`config.mk`:
```
export PLATFORM = sky130hd
export DESIGN_NAME = vga_sync_timing
export DESIGN_NICKNAME = d
export VERILOG_FILES = /design/src/rtl/vga_sync_timing.sv
export SDC_FILE = /design/constraint.sdc
export NUM_CORES = 1
export LEC_CHECK = 0
export BUFFER_PORTS_ARGS = -buffer_cell sky130_fd_sc_hd__buf_2
export CORE_ASPECT_RATIO = 1.1
export CORE_MARGIN = 3
export CORE_UTILIZATION = 46
export CTS_CLUSTER_SIZE = 14
export DETAILED_ROUTE_END_ITERATION = 7
export PLACE_DENSITY_LB_ADDON = 0.08
export SYNTH_ARGS = -nofsm -noshare
export SYNTH_HDL_FRONTEND = slang
export SYNTH_SLANG_ARGS = --single-unit
```
`constraint.sdc`:
```
create_clock -name clk -period 1.6 [get_ports clk]
set_input_delay 0.48 -clock clk [delete_from_list [all_inputs] [get_ports clk]]
set_output_delay 0.48 -clock clk [all_outputs]
set_load 0.05 [all_outputs]
```
`src/rtl/vga_sync_timing.sv`:
```
// 640x480@60 VGA timing: pixel-enable divider, h/v counters, registered sync and blanked colour.
// Sync, video_on and colour are all loaded on the same pix_en, so they share a one-pixel delay.
module vga_sync_timing #(
  parameter int CLK_DIV  = 4,
  parameter int H_VIS    = 640,
  parameter int H_FP     = 16,
  parameter int H_SYNC   = 96,
  parameter int H_BP     = 48,
  parameter int V_VIS    = 480,
  parameter int V_FP     = 10,
  parameter int V_SYNC   = 2,
  parameter int V_BP     = 33,
  parameter bit SYNC_POL = 1'b0
) (
  input  logic       clk,
  input  logic       rst,
  input  logic [3:0] Rin,
  input  logic [3:0] Gin,
  input  logic [3:0] Bin,
  output logic       hsync,
  output logic       vsync,
  output logic [3:0] R,
  output logic [3:0] G,
  output logic [3:0] B,
  output logic [9:0] pix_x,
  output logic [9:0] pix_y,
  output logic       video_on,
  output logic       pix_en,
  output logic       frame_start
);

  localparam int DW = (CLK_DIV > 2) ? $clog2(CLK_DIV) : 1;
  localparam logic [DW-1:0] DIV_LAST = DW'(CLK_DIV - 1);
  localparam logic [DW-1:0] DIV_PRE  = DW'(CLK_DIV - 2);

  localparam logic [9:0] H_LAST   = 10'(H_VIS + H_FP + H_SYNC + H_BP - 1);
  localparam logic [9:0] V_LAST   = 10'(V_VIS + V_FP + V_SYNC + V_BP - 1);
  localparam logic [9:0] H_VIS_C  = 10'(H_VIS);
  localparam logic [9:0] V_VIS_C  = 10'(V_VIS);
  localparam logic [9:0] HS_BEG   = 10'(H_VIS + H_FP);
  localparam logic [9:0] HS_END   = 10'(H_VIS + H_FP + H_SYNC);
  localparam logic [9:0] VS_BEG   = 10'(V_VIS + V_FP);
  localparam logic [9:0] VS_END   = 10'(V_VIS + V_FP + V_SYNC);

  logic [DW-1:0] div_q, div_d;
  logic          pix_en_q, pix_en_d;
  logic [9:0]    x_q, x_d;
  logic [9:0]    y_q, y_d;
  logic          fs_q, fs_d;
  logic          hs_q, hs_d;
  logic          vs_q, vs_d;
  logic          vo_q, vo_d;
  logic [11:0]   rgb_q, rgb_d;

  logic vis, hs_a, vs_a;

  always_comb begin
    vis  = (x_q < H_VIS_C) && (y_q < V_VIS_C);
    hs_a = (x_q >= HS_BEG) && (x_q < HS_END);
    vs_a = (y_q >= VS_BEG) && (y_q < VS_END);
  end

  always_comb begin
    div_d    = (div_q == DIV_LAST) ? '0 : div_q + 1'b1;
    // registered so it is high during the clock in which div == CLK_DIV-1
    pix_en_d = (div_q == DIV_PRE);
    x_d      = x_q;
    y_d      = y_q;
    fs_d     = 1'b0;
    hs_d     = hs_q;
    vs_d     = vs_q;
    vo_d     = vo_q;
    rgb_d    = rgb_q;
    if (pix_en_q) begin
      if (x_q == H_LAST) begin
        x_d = '0;
        y_d = (y_q == V_LAST) ? '0 : y_q + 10'd1;
      end else begin
        x_d = x_q + 10'd1;
      end
      fs_d  = (x_q == H_LAST) && (y_q == V_LAST);
      hs_d  = hs_a ? SYNC_POL : ~SYNC_POL;
      vs_d  = vs_a ? SYNC_POL : ~SYNC_POL;
      vo_d  = vis;
      rgb_d = vis ? {Rin, Gin, Bin} : 12'h000;
    end
  end

  always_ff @(posedge clk or posedge rst) begin
    if (rst) begin
      div_q    <= '0;
      pix_en_q <= 1'b0;
      x_q      <= '0;
      y_q      <= '0;
      fs_q     <= 1'b0;
      hs_q     <= ~SYNC_POL;
      vs_q     <= ~SYNC_POL;
      vo_q     <= 1'b0;
      rgb_q    <= '0;
    end else begin
      div_q    <= div_d;
      pix_en_q <= pix_en_d;
      x_q      <= x_d;
      y_q      <= y_d;
      fs_q     <= fs_d;
      hs_q     <= hs_d;
      vs_q     <= vs_d;
      vo_q     <= vo_d;
      rgb_q    <= rgb_d;
    end
  end

  assign pix_en      = pix_en_q;
  assign pix_x       = x_q;
  assign pix_y       = y_q;
  assign frame_start = fs_q;
  assign hsync       = hs_q;
  assign vsync       = vs_q;
  assign video_on    = vo_q;
  assign R           = rgb_q[11:8];
  assign G           = rgb_q[7:4];
  assign B           = rgb_q[3:0];

endmodule

```
==> results of run 1 <==
==> power by group through the flow <==
stage | Sequential [W] | Clock, W | Combinational [W]
final | 0.00101 | 0.000640 | 0.000127
after CTS | 0.00101 | 0.000661 | 0.000129
after detailed placement | 0.00103 | 0 | 0.000129
after global placement | 0.00103 | 0 | 0.000125
after global routing | 0.00101 | 0.000708 | 0.000135
after floorplan | 0.00108 | 0 | 0.0000294
==> kinds of logic after synthesis <==
logic type,count (synthesis)
simple gates,60
flops,39
compound gates,33
buf+inv,16
xor+xnor,9
fa+ha+maj,6
mux,1
==> stage by stage <==
step,setup slack (ns),hold WS [ns]
after floorplan,-0.202,0.428
after global placement,-0.0291,0.438
after detailed placement,-0.0629,0.456
after CTS,-0.0752,0.300
after global routing,-0.116,0.334
final,-0.0766,0.296
==> worst paths after layout <==
check                                     start                    to  depth (start not counted)
setup / recovery           pix_x[7]$_DFFE_PP0P_  pix_y[3]$_DFFE_PP0P_                          4
hold / removal                              rst  rgb_q[8]$_DFFE_PP0P_                          3
setup reg to reg           pix_x[7]$_DFFE_PP0P_  pix_y[3]$_DFFE_PP0P_                          4
hold reg to reg              div_q[0]$_DFF_PP0_    div_q[0]$_DFF_PP0_                          1
max in group asynchronous                   rst  pix_y[6]$_DFFE_PP0P_                          3
min in group clk                         Bin[2]  rgb_q[2]$_DFFE_PP0P_                          2
==> area by class of cell <==
| class | count | area [um^2] |
|---|---|---|
| inverter | 11 | 41.3 |
| clock buffer | 6 | 72.6 |
| sequential | 39 | 993 |
| timing repair buffer | 81 | 517 |
| clock inverter | 2 | 12.5 |
| tap | 50 | 62.6 |
| fill | 324 | 1200 |
| multi-input combinational | 109 | 783 |
==> sequential cells by signal (all words and copies together) (netlist names) <==
register,cells
pix_en,1
hsync,1
pix_y,10
vsync,1
pix_x,10
video_on,1
frame_start,1
div_q,2
rgb_q,12
==> critical path, cell delays in order (launching register included) <==
cell and delay, ns:
dfrtp_2 0.40, or3_4 0.40, or3_4 0.41, a21o_1 0.16, a32o_1 0.19
==> routing by layer <==
layer	part of all wire, %	vias up
li1	-	756
met1	41	750
met2	54	43
met3	4.5	8
met4	1.4	0
met5	0	-
==> synthesized netlist by cell type, drive strengths merged <==
cell,instances
a22o,12
nor2,10
xnor2,7
dfrtp,37
and3,5
clkbuf,3
o22ai,1
ha,6
and2,2
nor4b,2
o21ai,8
a31oi,2
xor2,2
mux2i,1
inv,11
dfstp,2
nor4,2
a21bo,1
nor3,8
nand3,8
nand4,8
buf,2
o31ai,1
a21o,4
nand2,9
and4,1
or3,3
a21oi,3
nor3b,1
a32o,1
nand2b,1
==> repair_timing <==
action | in CTS | in global routing
buffers inserted | 2 | 1
resized for setup | 4 | 12
setup endpoints to repair | 8 | 16
pin swaps | 3 | 4
cloned | 0 | 0
==> results.py, run 1 <==
metrics = {
    "global_routing": {
        "grt_pass1_wl_mm": 7.43,
        "met3_usage_pct": 4.76,
        "grt_overflow": 0,
        "use_met2_pct": 36.3,
        "grt_max_degree": 40,
        "grt_use_total_pct": 20.5,
        "antenna_found_initial": 0,
        "busiest_layer": "met2",
        "grt_pass1_vias": 1613,
        "gr-usage-met1_pct": 24.4,
    },
    "clock_network": {
        "clk_path_buf_depth": 2,
        "clk_latency_ns": 0.29,
        "clk_pin_slew_ns": 0.08,
        "numCtsBuffers": 5,
        "clock_sinks": 39,
        "cts_hold_buffers": 0,
        "cts_max_level": 2,
        "cts-root-buf": "clkbuf_8",
        "cts_tree": "built",
    },
    "routing": {
        "postRouteAntennaNets": 0,
        "drt-initial-drc-count": 96,
        "vias": 1557,
        "finalWirelength_mm": 4.37,
        "first_pass_iters": 4,
        "drc": 0,
        "drt-wirelength-per-cell_um": 14.6,
        "vias_per_cell": 5.22,
    },
    "job": {
        "cap_viol_max_count": 0,
    },
    "timing": {
        "final.setup.tns_ns": -0.215,
        "final.setup.worst_slack_ns": -0.0766,
        "post-route-period-util_pct": 105,
        "tightest_slew_ns": 0.479,
        "relSlewSlack_pct": 68.1,
        "rsz0062_at_grt": "true",
        "fmax_mhz": 596,
        "final_hold_viol_count": 0,
        "drv_slew": 0,
        "clock_skew_ns": 0.00834,
        "min_period_ns": 1.68,
        "setup_violations": 6,
    },
    "worst_hold_path": {
        "hold_path_class": "in2async",
    },
    "floorplan": {
        "core_mm2": 0.00368,
        "pin_count": 51,
        "die-area_mm2": 0.00463,
        "placementRows": 23,
        "die_h_um": 71.1,
        "die_x_um": 65.2,
        "start_util_pct": 48.1,
    },
    "logic_synthesis": {
        "synth_area_mm2": 0.00177,
        "seq_area_frac_synth_pct": 55.2,
        "synth_xor_area_share_pct": 4.45,
        "synth_top_area_share_pct": 52.3,
        "yosysWarnings": 0,
        "synth_area_per_cell_um2": 10.8,
        "synthMuxAreaShare_pct": 0.565,
        "synthTopCellsByArea": "dfrtp_1 52%, a22o_1 5.9%, ha_1 4.2%",
        "synthAdderAreaFrac_pct": 4.24,
        "netlist-cell-type-count": 36,
        "synth.largest_area_cell": "dfrtp_1",
        "ys_ff_latch": 39,
        "syn-num-nets": 184,
        "synth_compound_area_share_pct": 13.3,
        "synth-simple-area-share_pct": 18.7,
        "synth_top_family_by_area": "simple AND/OR/NAND/NOR gates",
        "syn_inst": 164,
    },
    "run_status": {
        "status": "complete, but fails checks",
        "violations": "negative setup slack",
    },
    "critical_path": {
        "worstPathArrival_ns": 1.86,
        "critPathRequiredTime_ns": 1.78,
        "worstSetupStartpointType": "flop",
        "crit_path_max_fanout": 5,
        "reg2reg_setup_slack_ns": -0.08,
        "crit_path_end_kind": "flop",
        "crit_type": "reg2reg",
    },
    "power_and_ir_drop": {
        "p_int_w": 0.00134,
        "p_comb_share_pct": 7.1,
        "p_sw_share_pct": 24.5,
        "power.total_w": 0.00178,
        "power_density_mw_per_mm2": 715,
        "seqPwrFrac_pct": 56.8,
        "leakagePower_nw": 1.20,
        "p_sw_w": 0.000434,
        "clkPwrFrac_pct": 36.1,
        "ir_worst_vdd_v": 0.000632,
    },
    "cells_and_area": {
        "drive_above_1_share_pct": 46.0,
        "post-route-cell-area_mm2": 0.00248,
        "nets": 267,
        "final_common_cell": "buf_2",
        "stdcell_count": 298,
        "area_growth_pct": 40.1,
        "finalCoreUtilization_pct": 67.4,
        "final_cell_mix": "46 x buf_2, 29 x buf_4, 25 x dfrtp_1",
        "insertedDiodeCount": 0,
    },
    "place": {
        "place_area_mm2": 0.00232,
        "place_hpwl_mm": 3.32,
        "gp_congestion": 0.817,
        "place.port_buffers": 50,
        "dpl.cell_count": 287,
    },
}
(Power assumes the default switching activity.)
==> run 2: changes to the inputs <==
Settings changed: CORE_ASPECT_RATIO 1.1 to default.
==> run 2 against run 1 <==
  * The flow still finishes with violations (negative setup slack)
  * Worst setup slack better by 0.017 ns
  * Combinational power hardly changed
  * Clock-buffer cell count is 1 lower
  * Critical path depth stayed put
  * Via count is 0.64% higher
  * Sequential power hardly changed
  * Core utilization is 4.3 points higher
  * Critical endpoint unchanged
  * Largest cell class unchanged
==> results.py, run 2 (synthesis gave the netlist of run 1 again) <==
metrics = {
    "clock_network": {
        "clk_latency_ns": 0.29,
        "cts-root-buf": "clkbuf_8",
        "cts_tree": "built",
        "numCtsBuffers": 5,
        "clk_path_buf_depth": 2,
        "clk_pin_slew_ns": 0.07,
        "clock_sinks": 39,
        "cts_max_level": 2,
    },
    "timing": {
        "min_period_ns": 1.66,
        "fmax_mhz": 603,
        "tightest_slew_ns": 0.371,
        "drv_slew": 0,
        "relSlewSlack_pct": 75.2,
        "setup_violations": 4,
        "post-route-period-util_pct": 104,
        "final.setup.tns_ns": -0.0969,
        "rsz0062_at_grt": "true",
        "final.setup.worst_slack_ns": -0.0596,
        "final_hold_viol_count": 0,
        "clock_skew_ns": 0.00750,
    },
    "floorplan": {
        "die_x_um": 68.1,
        "core_mm2": 0.00352,
        "pin_count": 51,
        "placementRows": 21,
        "die_h_um": 68.1,
        "start_util_pct": 50.3,
        "die-area_mm2": 0.00463,
    },
    "place": {
        "place_area_mm2": 0.00232,
        "place.port_buffers": 50,
        "place_hpwl_mm": 3.25,
        "gp_congestion": 0.884,
        "dpl_worst_slack_ns": -0.0750,
    },
    "cells_and_area": {
        "largest-register": "rgb_q",
        "insertedDiodeCount": 0,
        "drive_above_1_share_pct": 46.0,
        "largest_register_ff_count": 12,
        "nets": 269,
        "area_growth_pct": 42.4,
        "final_cell_mix": "46 x buf_2, 29 x buf_4, 25 x dfrtp_1",
        "final_common_cell": "buf_2",
        "post-route-cell-area_mm2": 0.00252,
    },
    "global_routing": {
        "gr-usage-met1_pct": 24.3,
        "grt_pass1_vias": 1539,
        "met3_usage_pct": 5.42,
        "grt_max_degree": 28,
        "grt_use_total_pct": 19.9,
        "grt_pass1_wl_mm": 6.77,
        "use_met2_pct": 33.0,
        "antenna_found_initial": 0,
        "busiest_layer": "met2",
        "grt_overflow": 0,
    },
    "routing": {
        "finalWirelength_mm": 4.35,
        "vias_per_cell": 5.29,
        "first_pass_iters": 4,
        "postRouteAntennaNets": 0,
        "drc": 0,
        "drt-wirelength-per-cell_um": 14.7,
        "drt-initial-drc-count": 50,
        "vias": 1567,
    },
    "power_and_ir_drop": {
        "ir_worst_vdd_v": 0.000530,
        "leakagePower_nw": 1.22,
        "power_density_mw_per_mm2": 772,
    },
    "job": {
        "cap_viol_max_count": 0,
    },
    "critical_path": {
        "worstSetupStartpointType": "flop",
        "worstPathArrival_ns": 1.84,
        "critPathRequiredTime_ns": 1.78,
        "crit_path_end_kind": "flop",
        "crit_path_max_fanout": 5,
        "crit_type": "reg2reg",
    },
    "run_status": {
        "violations": "negative setup slack",
        "status": "complete, but fails checks",
    },
    "worst_hold_path": {
        "hold_path_class": "in2async",
    },
}
run 2: worst paths after layout:
| kind | start | endpoint | slack (ns) | cells past startpoint |
|---|---|---|---|---|
| min in group clk | Bin[1] | rgb_q[1]$_DFFE_PP0P_ | 0.40 | 2 |
| worst max register to register | pix_x[7]$_DFFE_PP0P_ | pix_y[3]$_DFFE_PP0P_ | -0.06 | 4 |
| worst max-delay path | pix_x[7]$_DFFE_PP0P_ | pix_y[3]$_DFFE_PP0P_ | -0.06 | 4 |
| worst min register to register | div_q[0]$_DFF_PP0_ | div_q[0]$_DFF_PP0_ | 0.46 | 1 |
| max in group asynchronous | rst | pix_y[6]$_DFFE_PP0P_ | 1.07 | 3 |
| worst min-delay path | rst | pix_x[7]$_DFFE_PP0P_ | 0.20 | 3 |
run 2: area by class of cell:
type	instances	area, um^2
Clock buffer	5	68.8
Clock inverter	3	43.8
Fill cell	274	998
Inverter	11	41.3
Multi-Input combinational cell	109	778
Sequential cell	39	993
Tap cell	46	57.6
Timing Repair Buffer	83	539
run 2: routing by layer:
metal | share of wire (%) | vias to the layer above
met1 | 43 | 755
met2 | 50 | 44
met5 | 0 | -
met3 | 4.4 | 10
met4 | 1.9 | 0
li1 | - | 758
run 2: through the flow:
step | power (W) | cells | utilization [%] | hold WS, ns
after floorplan | 0.00111 | 164 | - | 0.428
after detailed placement | 0.00116 | 284 | 66.0 | 0.458
after global placement | 0.00115 | 284 | 66.0 | 0.438
final | 0.00195 | 296 | 71.6 | 0.196
after global routing | 0.00202 | 296 | 71.6 | 0.223
after CTS | 0.00197 | 292 | 69.9 | 0.194
run 2: power by group:
part	internal [W]	leakage [nW]	switching, W
clock	0.000464	0.0581	0.000347
sequential	0.00100	0.472	0.00000799
combinational	0.0000379	0.695	0.0000893
run 2: what timing repair did:
action	in CTS	in global routing
buffers inserted	0	4
resized for setup	7	11
setup endpoints to repair	10	14
hold buffers	0	0
pin swaps	4	0
run 2: worst max-delay path, stage by stage, from the launching register on:
cell     delay, ns
dfrtp_2       0.40
or3_4         0.39
or3_4         0.40
a21o_1        0.16
a32o_1        0.19
